$ cat src/rtl/muldiv_seq_unit_if.sv
// Bus between the core and the iterative mult/div unit.
// Request, HI/LO move and result signals in one bundle.
interface muldiv_seq_unit_if #(
    parameter int XLEN = 32
);
    logic            start;
    logic [1:0]      op;
    logic [XLEN-1:0] op1;
    logic [XLEN-1:0] op2;
    logic            flush;
    logic            hi_write;
    logic            lo_write;
    logic [XLEN-1:0] wr_data;
    logic            busy;
    logic            done;
    logic            div_by_zero;
    logic [XLEN-1:0] hi_out;
    logic [XLEN-1:0] lo_out;

    modport master (
        output start, op, op1, op2, flush,
        output hi_write, lo_write, wr_data,
        input  busy, done, div_by_zero,
        input  hi_out, lo_out
    );

    modport slave (
        input  start, op, op1, op2, flush,
        input  hi_write, lo_write, wr_data,
        output busy, done, div_by_zero,
        output hi_out, lo_out
    );
endinterface

$ cat src/rtl/muldiv_seq_unit.sv
// Radix-2 sequential MULT/MULTU/DIV/DIVU engine with HI/LO.
// One result bit per RUN cycle, sign fix-up in a final FIX cycle.
module muldiv_seq_unit #(
    parameter int XLEN = 32
) (
    input logic            clk,
    input logic            rst_n,
    muldiv_seq_unit_if.slave bus
);
    localparam int CNT_W = $clog2(XLEN) + 1;

    typedef enum logic [1:0] {
        IDLE,
        RUN,
        FIX
    } state_e;

    state_e            state_q;
    state_e            state_d;
    logic [CNT_W-1:0]  count;
    logic [2*XLEN-1:0] acc;
    logic [XLEN-1:0]   rem;
    logic [XLEN-1:0]   op_b;
    logic [XLEN-1:0]   raw_a;
    logic              is_div;
    logic              neg_q;
    logic              neg_r;
    logic              dbz;
    logic [XLEN-1:0]   hi_q;
    logic [XLEN-1:0]   lo_q;
    logic              done_q;
    logic              dbz_q;

    logic              in_signed;
    logic              a_neg;
    logic              b_neg;
    logic [XLEN-1:0]   a_mag;
    logic [XLEN-1:0]   b_mag;

    assign in_signed = ~bus.op[0];
    assign a_neg     = in_signed & bus.op1[XLEN-1];
    assign b_neg     = in_signed & bus.op2[XLEN-1];
    assign a_mag     = a_neg ? -bus.op1 : bus.op1;
    assign b_mag     = b_neg ? -bus.op2 : bus.op2;

    logic [XLEN:0] mul_sum;
    logic [XLEN:0] div_shift;
    logic [XLEN:0] div_diff;
    logic [XLEN:0] div_next;
    logic          div_ge;
    logic          unused_div_top;

    assign mul_sum   = {1'b0, acc[2*XLEN-1:XLEN]}
                     + (acc[0] ? {1'b0, op_b} : '0);
    assign div_shift = {rem, acc[XLEN-1]};
    assign div_ge    = div_shift >= {1'b0, op_b};
    assign div_diff  = div_shift - {1'b0, op_b};
    assign div_next  = div_ge ? div_diff : div_shift;
    // Restored remainder is always below the divisor, so the top bit is 0.
    assign unused_div_top = div_next[XLEN];

    logic [2*XLEN-1:0] prod;
    logic [XLEN-1:0]   quo;
    logic [XLEN-1:0]   rmd;
    logic [XLEN-1:0]   fix_hi;
    logic [XLEN-1:0]   fix_lo;

    assign prod = neg_q ? -acc : acc;
    assign quo  = neg_q ? -acc[XLEN-1:0] : acc[XLEN-1:0];
    assign rmd  = neg_r ? -rem : rem;

    always_comb begin
        fix_hi = prod[2*XLEN-1:XLEN];
        fix_lo = prod[XLEN-1:0];
        unique case (1'b1)
            is_div & dbz: begin
                fix_hi = raw_a;
                fix_lo = '1;
            end
            is_div & ~dbz: begin
                fix_hi = rmd;
                fix_lo = quo;
            end
            default: ;
        endcase
    end

    always_comb begin
        state_d = state_q;
        unique case (state_q)
            IDLE: if (bus.start) state_d = RUN;
            RUN: begin
                if (bus.flush)
                    state_d = IDLE;
                else if (count == CNT_W'(XLEN - 1))
                    state_d = FIX;
            end
            FIX:     state_d = IDLE;
            default: state_d = IDLE;
        endcase
    end

    always_ff @(posedge clk or negedge rst_n) begin
        if (!rst_n)
            state_q <= IDLE;
        else
            state_q <= state_d;
    end

    always_ff @(posedge clk or negedge rst_n) begin
        if (!rst_n) begin
            count  <= '0;
            acc    <= '0;
            rem    <= '0;
            op_b   <= '0;
            raw_a  <= '0;
            is_div <= 1'b0;
            neg_q  <= 1'b0;
            neg_r  <= 1'b0;
            dbz    <= 1'b0;
            hi_q   <= '0;
            lo_q   <= '0;
            done_q <= 1'b0;
            dbz_q  <= 1'b0;
        end else begin
            done_q <= 1'b0;
            dbz_q  <= 1'b0;
            unique case (state_q)
                IDLE: begin
                    if (bus.hi_write) hi_q <= bus.wr_data;
                    if (bus.lo_write) lo_q <= bus.wr_data;
                    if (bus.start) begin
                        count  <= '0;
                        rem    <= '0;
                        raw_a  <= bus.op1;
                        is_div <= bus.op[1];
                        neg_q  <= a_neg ^ b_neg;
                        neg_r  <= a_neg;
                        dbz    <= bus.op[1] & (bus.op2 == '0);
                        // Divide: dividend shifts out of the low half.
                        // Multiply: multiplier shifts out of the low half.
                        if (bus.op[1]) begin
                            acc  <= {{XLEN{1'b0}}, a_mag};
                            op_b <= b_mag;
                        end else begin
                            acc  <= {{XLEN{1'b0}}, b_mag};
                            op_b <= a_mag;
                        end
                    end
                end
                RUN: begin
                    if (!bus.flush) begin
                        count <= count + 1'b1;
                        if (is_div) begin
                            rem <= div_next[XLEN-1:0];
                            acc[XLEN-1:0] <= {acc[XLEN-2:0], div_ge};
                        end else begin
                            acc <= {mul_sum, acc[XLEN-1:1]};
                        end
                    end
                end
                FIX: begin
                    if (!bus.flush) begin
                        hi_q   <= fix_hi;
                        lo_q   <= fix_lo;
                        done_q <= 1'b1;
                        dbz_q  <= dbz;
                    end
                end
                default: ;
            endcase
        end
    end

    assign bus.busy        = (state_q != IDLE);
    assign bus.done        = done_q;
    assign bus.div_by_zero = dbz_q;
    assign bus.hi_out      = hi_q;
    assign bus.lo_out      = lo_q;
endmodule

$ cat src/flat_wrapper.sv
// flat-port wrapper written by rule: the top's interface ports become plain ports
module muldiv_seq_unit_flat 
#(
    parameter int XLEN = 32
)
  (clk, rst_n, bus_start, bus_op, bus_op1, bus_op2, bus_flush, bus_hi_write, bus_lo_write, bus_wr_data, bus_busy, bus_done, bus_div_by_zero, bus_hi_out, bus_lo_out);
  muldiv_seq_unit_if #(.XLEN(XLEN)) bus_i ();
  input logic clk;
  input logic rst_n;
  input wire logic [$bits(bus_i.start)-1:0] bus_start;
  input wire logic [$bits(bus_i.op)-1:0] bus_op;
  input wire logic [$bits(bus_i.op1)-1:0] bus_op1;
  input wire logic [$bits(bus_i.op2)-1:0] bus_op2;
  input wire logic [$bits(bus_i.flush)-1:0] bus_flush;
  input wire logic [$bits(bus_i.hi_write)-1:0] bus_hi_write;
  input wire logic [$bits(bus_i.lo_write)-1:0] bus_lo_write;
  input wire logic [$bits(bus_i.wr_data)-1:0] bus_wr_data;
  output wire logic [$bits(bus_i.busy)-1:0] bus_busy;
  output wire logic [$bits(bus_i.done)-1:0] bus_done;
  output wire logic [$bits(bus_i.div_by_zero)-1:0] bus_div_by_zero;
  output wire logic [$bits(bus_i.hi_out)-1:0] bus_hi_out;
  output wire logic [$bits(bus_i.lo_out)-1:0] bus_lo_out;
  assign bus_i.start = bus_start;
  assign bus_i.op = bus_op;
  assign bus_i.op1 = bus_op1;
  assign bus_i.op2 = bus_op2;
  assign bus_i.flush = bus_flush;
  assign bus_i.hi_write = bus_hi_write;
  assign bus_i.lo_write = bus_lo_write;
  assign bus_i.wr_data = bus_wr_data;
  assign bus_busy = bus_i.busy;
  assign bus_done = bus_i.done;
  assign bus_div_by_zero = bus_i.div_by_zero;
  assign bus_hi_out = bus_i.hi_out;
  assign bus_lo_out = bus_i.lo_out;
  muldiv_seq_unit #(.XLEN(XLEN)) u_core (.clk(clk), .rst_n(rst_n), .bus(bus_i));
endmodule
$ cat config.mk
export PLATFORM = sky130hd
export DESIGN_NAME = muldiv_seq_unit_flat
export DESIGN_NICKNAME = d
export VERILOG_FILES = /design/src/rtl/muldiv_seq_unit_if.sv /design/src/rtl/muldiv_seq_unit.sv /design/src/flat_wrapper.sv
export SDC_FILE = /design/constraint.sdc
export NUM_CORES = 1
export LEC_CHECK = 0
export BUFFER_PORTS_ARGS = -buffer_cell sky130_fd_sc_hd__buf_2
export CORE_MARGIN = 2
export CORE_UTILIZATION = 55
export CTS_CLUSTER_DIAMETER = 120
export CTS_CLUSTER_SIZE = 25
export DETAILED_ROUTE_END_ITERATION = 8
export PLACE_DENSITY = 0.78
export SYNTH_ARGS = -nofsm -noshare
export SYNTH_HDL_FRONTEND = slang
export SYNTH_SLANG_ARGS = --single-unit
$ cat constraint.sdc
create_clock -name clk -period 3.6 [get_ports clk]
set_clock_uncertainty 0.05 [all_clocks]
set_input_delay 0.72 -clock clk [delete_from_list [all_inputs] [get_ports clk]]
set_output_delay 0.72 -clock clk [all_outputs]
set_load 0.03 [all_outputs]
# After elaboration in Yosys (flattened, before gate mapping)
# Cells that the tools add are included.
# word_totals
register_bits	238
elab_cells	92
# classes
addsub	8
magnitude_cmp	1
n_eq_ne	11
muxes	37
bitwise_logic	8
n_reduce_logical	12
# ops
operator	count
$mux 32	17
$pmux 32 s2	5
$mux 64	3
$neg 32->32	4
$pmux 64 s2	1
$neg 64->64	1
$add 32x33->33	1
$ge 33x32->1	1
$logic_not 32->1	1
$sub 32x32->32	1
$mux 6	2
$ne 2x2->1 const B	6
$pmux 6 s2	1
$reduce_and 3->1	3
$reduce_and 4->1	2
$add 6x1->6 const B	1
$eq 6x5->1 const B	1
$mux 2	3
$reduce_bool 2->1	3
$and 1x1->1	5
$mux 1	4
$pmux 2 s2	1
$reduce_and 2->1	2
$ne 3x2->1 const B	1
other kinds (6)	7

# Longest topological paths before layout
# depth
ltp_word	6
ltp_mapped	14
mapped_depth_nobuf	13

# Worst setup path after synthesis
# No wires, ideal clock.
# synth_path
path_kind	register to register
startpoint	register u_core.acc[0]
endpoint	register u_core.acc[57]
setup_time_ps	131
t_arrival_ps	3254
required_ps	3419
path_slack_ps	165
path_stages_with_launch	13
n_path_buf	1
path_cell_list	dfrtp_1 inv_1 clkbuf_1 nor2_1 ha_1 a2111o_1 o21a_1 a21oi_1 o21ai_1 a311o_1 a311oi_2 a2111o_1 o211ai_1
# synth_between
elab_chain_len	5
# synth_rtl
element	line	rtl
from (decl)	muldiv_seq_unit.sv:21	logic [2*XLEN-1:0] acc;
from (signal assigned)	muldiv_seq_unit.sv:143	acc <= {{XLEN{1'b0}}, a_mag};
from (signal assigned)	muldiv_seq_unit.sv:146	acc <= {{XLEN{1'b0}}, b_mag};
from (signal, indexed assignment)	muldiv_seq_unit.sv:156	acc[XLEN-1:0] <= {acc[XLEN-2:0], div_ge};
$mux 32	muldiv_seq_unit.sv:54	+ (acc[0] ? {1'b0, op_b} : '0);
$add 32x33->33	muldiv_seq_unit.sv:54	
$mux 32	muldiv_seq_unit.sv:154	if (is_div) begin
$mux 64	muldiv_seq_unit.sv:152	if (!bus.flush) begin
$pmux 64 s2	muldiv_seq_unit.sv:128	unique case (state_q)
# No other way between the ends. The select of a mux whose other input is x is not followed.
# A chain may end at the register's enable or synchronous reset.

# Worst setup path in the final report
# Ends and elaborated chain as after synthesis.

==> summary.md <==
| Metric | Value |
|---|---|
| Overall Global Routing Usage | 36.2% |
| Post-route clock period utilization | 95.3% |
| Nets | 2544 |
| Syn-to-layout area delta | 10.4% |
| Drt wl/cell | 22.3 microns |
| Pint | 5890 uW |
| Global-route wire length before repair | 94800 microns |
| Initial drt markers | 2148 |
| Post-synthesis sequential area ratio | 33.1% |
| Initial Util | 55.6% |
| Total design power | 10800 uW |
| Final Max Tran Viols | 0 |
| Clock sinks | 238 |
| Setup ws final | 171 ps |
| Critical Setup Path Class | register to register |
| Final setup violation count | 0 |
| Comb power frac | 47.8% |
| Crit path cell chain | inv_1, buf_12, nor2_1, ha_1, a2111o_1, o21a_1, a21oi_2, o21ai_1, a311o_1, a311oi_4, a2111o_1, o211ai_1 |
| CTS root buf | clkbuf_16 |
| Crit start category | register |
| Relative slew margins | 13.4% |
| Post-Syn Instances | 2265 |
| Cell area after layout | 0.0199 sq mm |
| Post-Place Cell Area | 0.0195 sq mm |
| Hold Vio Cnt, Final | 0 |
| Clock transition at path regs | 110 ps |
| Worst path required time | 3930 ps |
| Final hold slack | 191 ps |
| Critical-path maximum fanout | 29 |
| Worst Reg-to-Reg Cells | 12 |
| Routability cong. | 0.984 |
| Status | finished clean |
| Detail-routed via count per cell | 6.49 |
| Share of the synthesized area in the top cell type | 33.1% |
| Synth Area in XOR/XNOR | 9.74% |
| CP most frequent cell | a2111o_1 |
| Worst-margin pin slew | 1270 ps |
| Fillers | 2887 |
| H-Tree Level Count | 1 |
| Number of synthesized register bits | 238 |
| Most area-consuming cells after synthesis | dfrtp_1 (33%), nand2_1 (6.8%), o21ai_0 (6.5%), xnor2_1 (6.3%), a21oi_1 (5.5%) |
| Worst VDD drop | 0.301 mV |
| Post-Synth Simple-Gate Area | 19.2% |
| Post-synth EDFFs | 0 |
| Routed wire length | 62900 microns |
| Reg2reg start | u_core.acc[0] |
| CP max stage cell | a311o_1 |
| CTS Hold Bufs | 0 |
| Max Clk Rate | 0.292 GHz |
| Register Area | 0.00596 sq mm |
| CORE AREA | 0.0324 sq mm |
| Most common cell in the synthesized netlist | nand2_1 |
| Die H | 185 microns |
| Num rows | 66 |
| Clock Tree Buf Depth | 3 |
| Dpl ws | -10.3 ps |
| Share of cells above drive strength 1 | 12.4% |
| Adder-Cell Fraction of Synth Area | 5.02% |
| Psw | 4950 uW |
| # DRC | 0 |
| Post-synthesis compound-gate area fraction | 24.7% |
| DIE WIDTH | 185 microns |
| Switching share of total power | 45.7% |
| Part of the power in registers | 37.6% |
| Syn Area/Cell | 7.94 sq um |
| HP Class | input pin to asynchronous set/reset pin |
| CP Data Arrival Time | 3760 ps |
| Min Clock Period, post-route | 3430 ps |
| TritonCTS clock tree | built |
| Clock share of power | 14.6% |
| Pwr/cell area | 546 mW/mm^2 |
| Worst-Skew Late Latency | 500 ps |
| Antenna-violating nets left | 0 |
| Largest stage delay, worst path | 470 ps |
| Vias in the first global route | 16200 |
| Max Cap Violations | 0 |
| Buffers on Ports | 170 |
| First-pass detailed-route iteration total | 6 |
| Synth area leader | dfrtp_1 |
| Core Util, Final | 61.3% |
| Largest net degree at the start of global routing | 93 |
| Ys flop type | dfrtp_1 |
| Syn. warnings | 0 |
| Die footprint | 0.0342 sq mm |
| Grt ovf | 0 |
| Commonest cells in the netlist | nand2_1 (327), dfrtp_1 (238), o21ai_0 (235), a21oi_1 (199), nor2_1 (181) |
| RSZ-0062 raised after global routing | no |
| Synth cell types | 83 |
| R2R Path End | u_core.acc[57] |
| Total CTS buffers | 13 |
| Largest family of logic cells by synthesized area | compound AO/OA/AOI/OAI gates |
| Post-DP HPWL | 48900 microns |
| Cell Area, Synth | 0.0180 sq mm |
| Pleak | 0.00889 uW |
| DR vias | 18300 |
| Syn nets | 2440 |
| Crit end category | register |
| I/O pin total | 171 |
| Multi-input gate area in the final layout | 0.0113 sq mm |
| Flop-to-flop setup slack | 170 ps |
| Post-synthesis mux area share | 3.70% |
| Asr flop ratio synth | 100% |
| Initial antenna violation count | 2 |
cell type report:
type,count,area share (%)
antenna,2,0.0252
inverter,67,1.27
multi-input combinational,1812,56.9
tap,442,2.78
sequential,238,30.0
clock buffer,14,1.66
timing repair buffer,237,7.31
clock inverter,2,0.0819
per-stage QoR:
step / setup TNS (ps) / cells
after floorplan: 0 / 2265
after global placement: 0 / 2796
after detailed placement: -10.3 / 2796
after CTS: 0 / 2812
after global routing: 0 / 2812
final: 0 / 2814
logic make-up after synthesis:
| logic type | after synthesis |
|---|---|
| fa+ha+maj | 71 |
| mux | 66 |
| xor+xnor | 200 |
| simple gates | 748 |
| compound gates | 727 |
| flops | 238 |
| buf+inv | 215 |
worst max path at each step:
stage	from	to	slack, ps	cells past startpoint
after floorplan	u_core.acc[0]	u_core.acc[57]	170	12
after global placement	bus_op2[4]	u_core.acc[24]	130	10
after detailed placement	bus_op2[4]	u_core.acc[24]	-10	10
after CTS	u_core.acc[0]	u_core.acc[57]	60	12
after global routing	u_core.acc[10]	u_core.bus.hi_out[30]	40	9
final	u_core.acc[0]	u_core.acc[57]	170	12
sequential cells by signal (all words and copies together) (netlist names):
name and count:
u_core.acc 64, u_core.bus.hi_out 32, u_core.bus.lo_out 32, u_core.op_b 32, u_core.raw_a 32, u_core.rem 32, u_core.count 6, u_core.state_q 2
u_core.bus.div_by_zero 1, u_core.bus.done 1, u_core.dbz 1, u_core.is_div 1, u_core.neg_q 1, u_core.neg_r 1
timing repair:
item                       in CTS  in global routing
setup endpoints to repair       0                  5
setup buffers                   0                  0
resized for setup               0                  5
worst max-delay path, delay by kind of cell (launching register included):
kind / cells / cell delay, ps
compound gates: 8 / 2180
buf+inv: 2 / 370
simple gates: 1 / 60
flops: 1 / 400
fa+ha+maj: 1 / 250
power by group through the flow:
stage / logic (uW) / clock network, uW / registers (uW)
final: 5180 / 1580 / 4080
after global placement: 4910 / 0 / 4040
after detailed placement: 5020 / 0 / 4080
after global routing: 5650 / 1690 / 4140
after floorplan: 3370 / 0 / 4030
after CTS: 5050 / 1600 / 4020
cells in the final DEF (no fill, tap or decap), drive strengths merged, types with 29 or more instances in the layout:
cell type,count
inv,68
xor2,71
o211ai,29
or3,33
dfrtp,238
nor3,43
mux2i,62
a21oi,199
o21ai,243
o31ai,34
xnor2,129
buf,237
a21o,39
nand2,327
o22ai,42
ha,69
nor2,182
per-layer routing:
metal  up-vias  part of all wire, %  track usage [%]
met5         -                    0                0
met4         0                  5.2             15.1
met3       154                   12             7.04
met2      1186                   41             53.2
met1      8614                   41             52.2
li1       8300                    -                -
No activity file was read; power rests on OpenSTA's default activity.
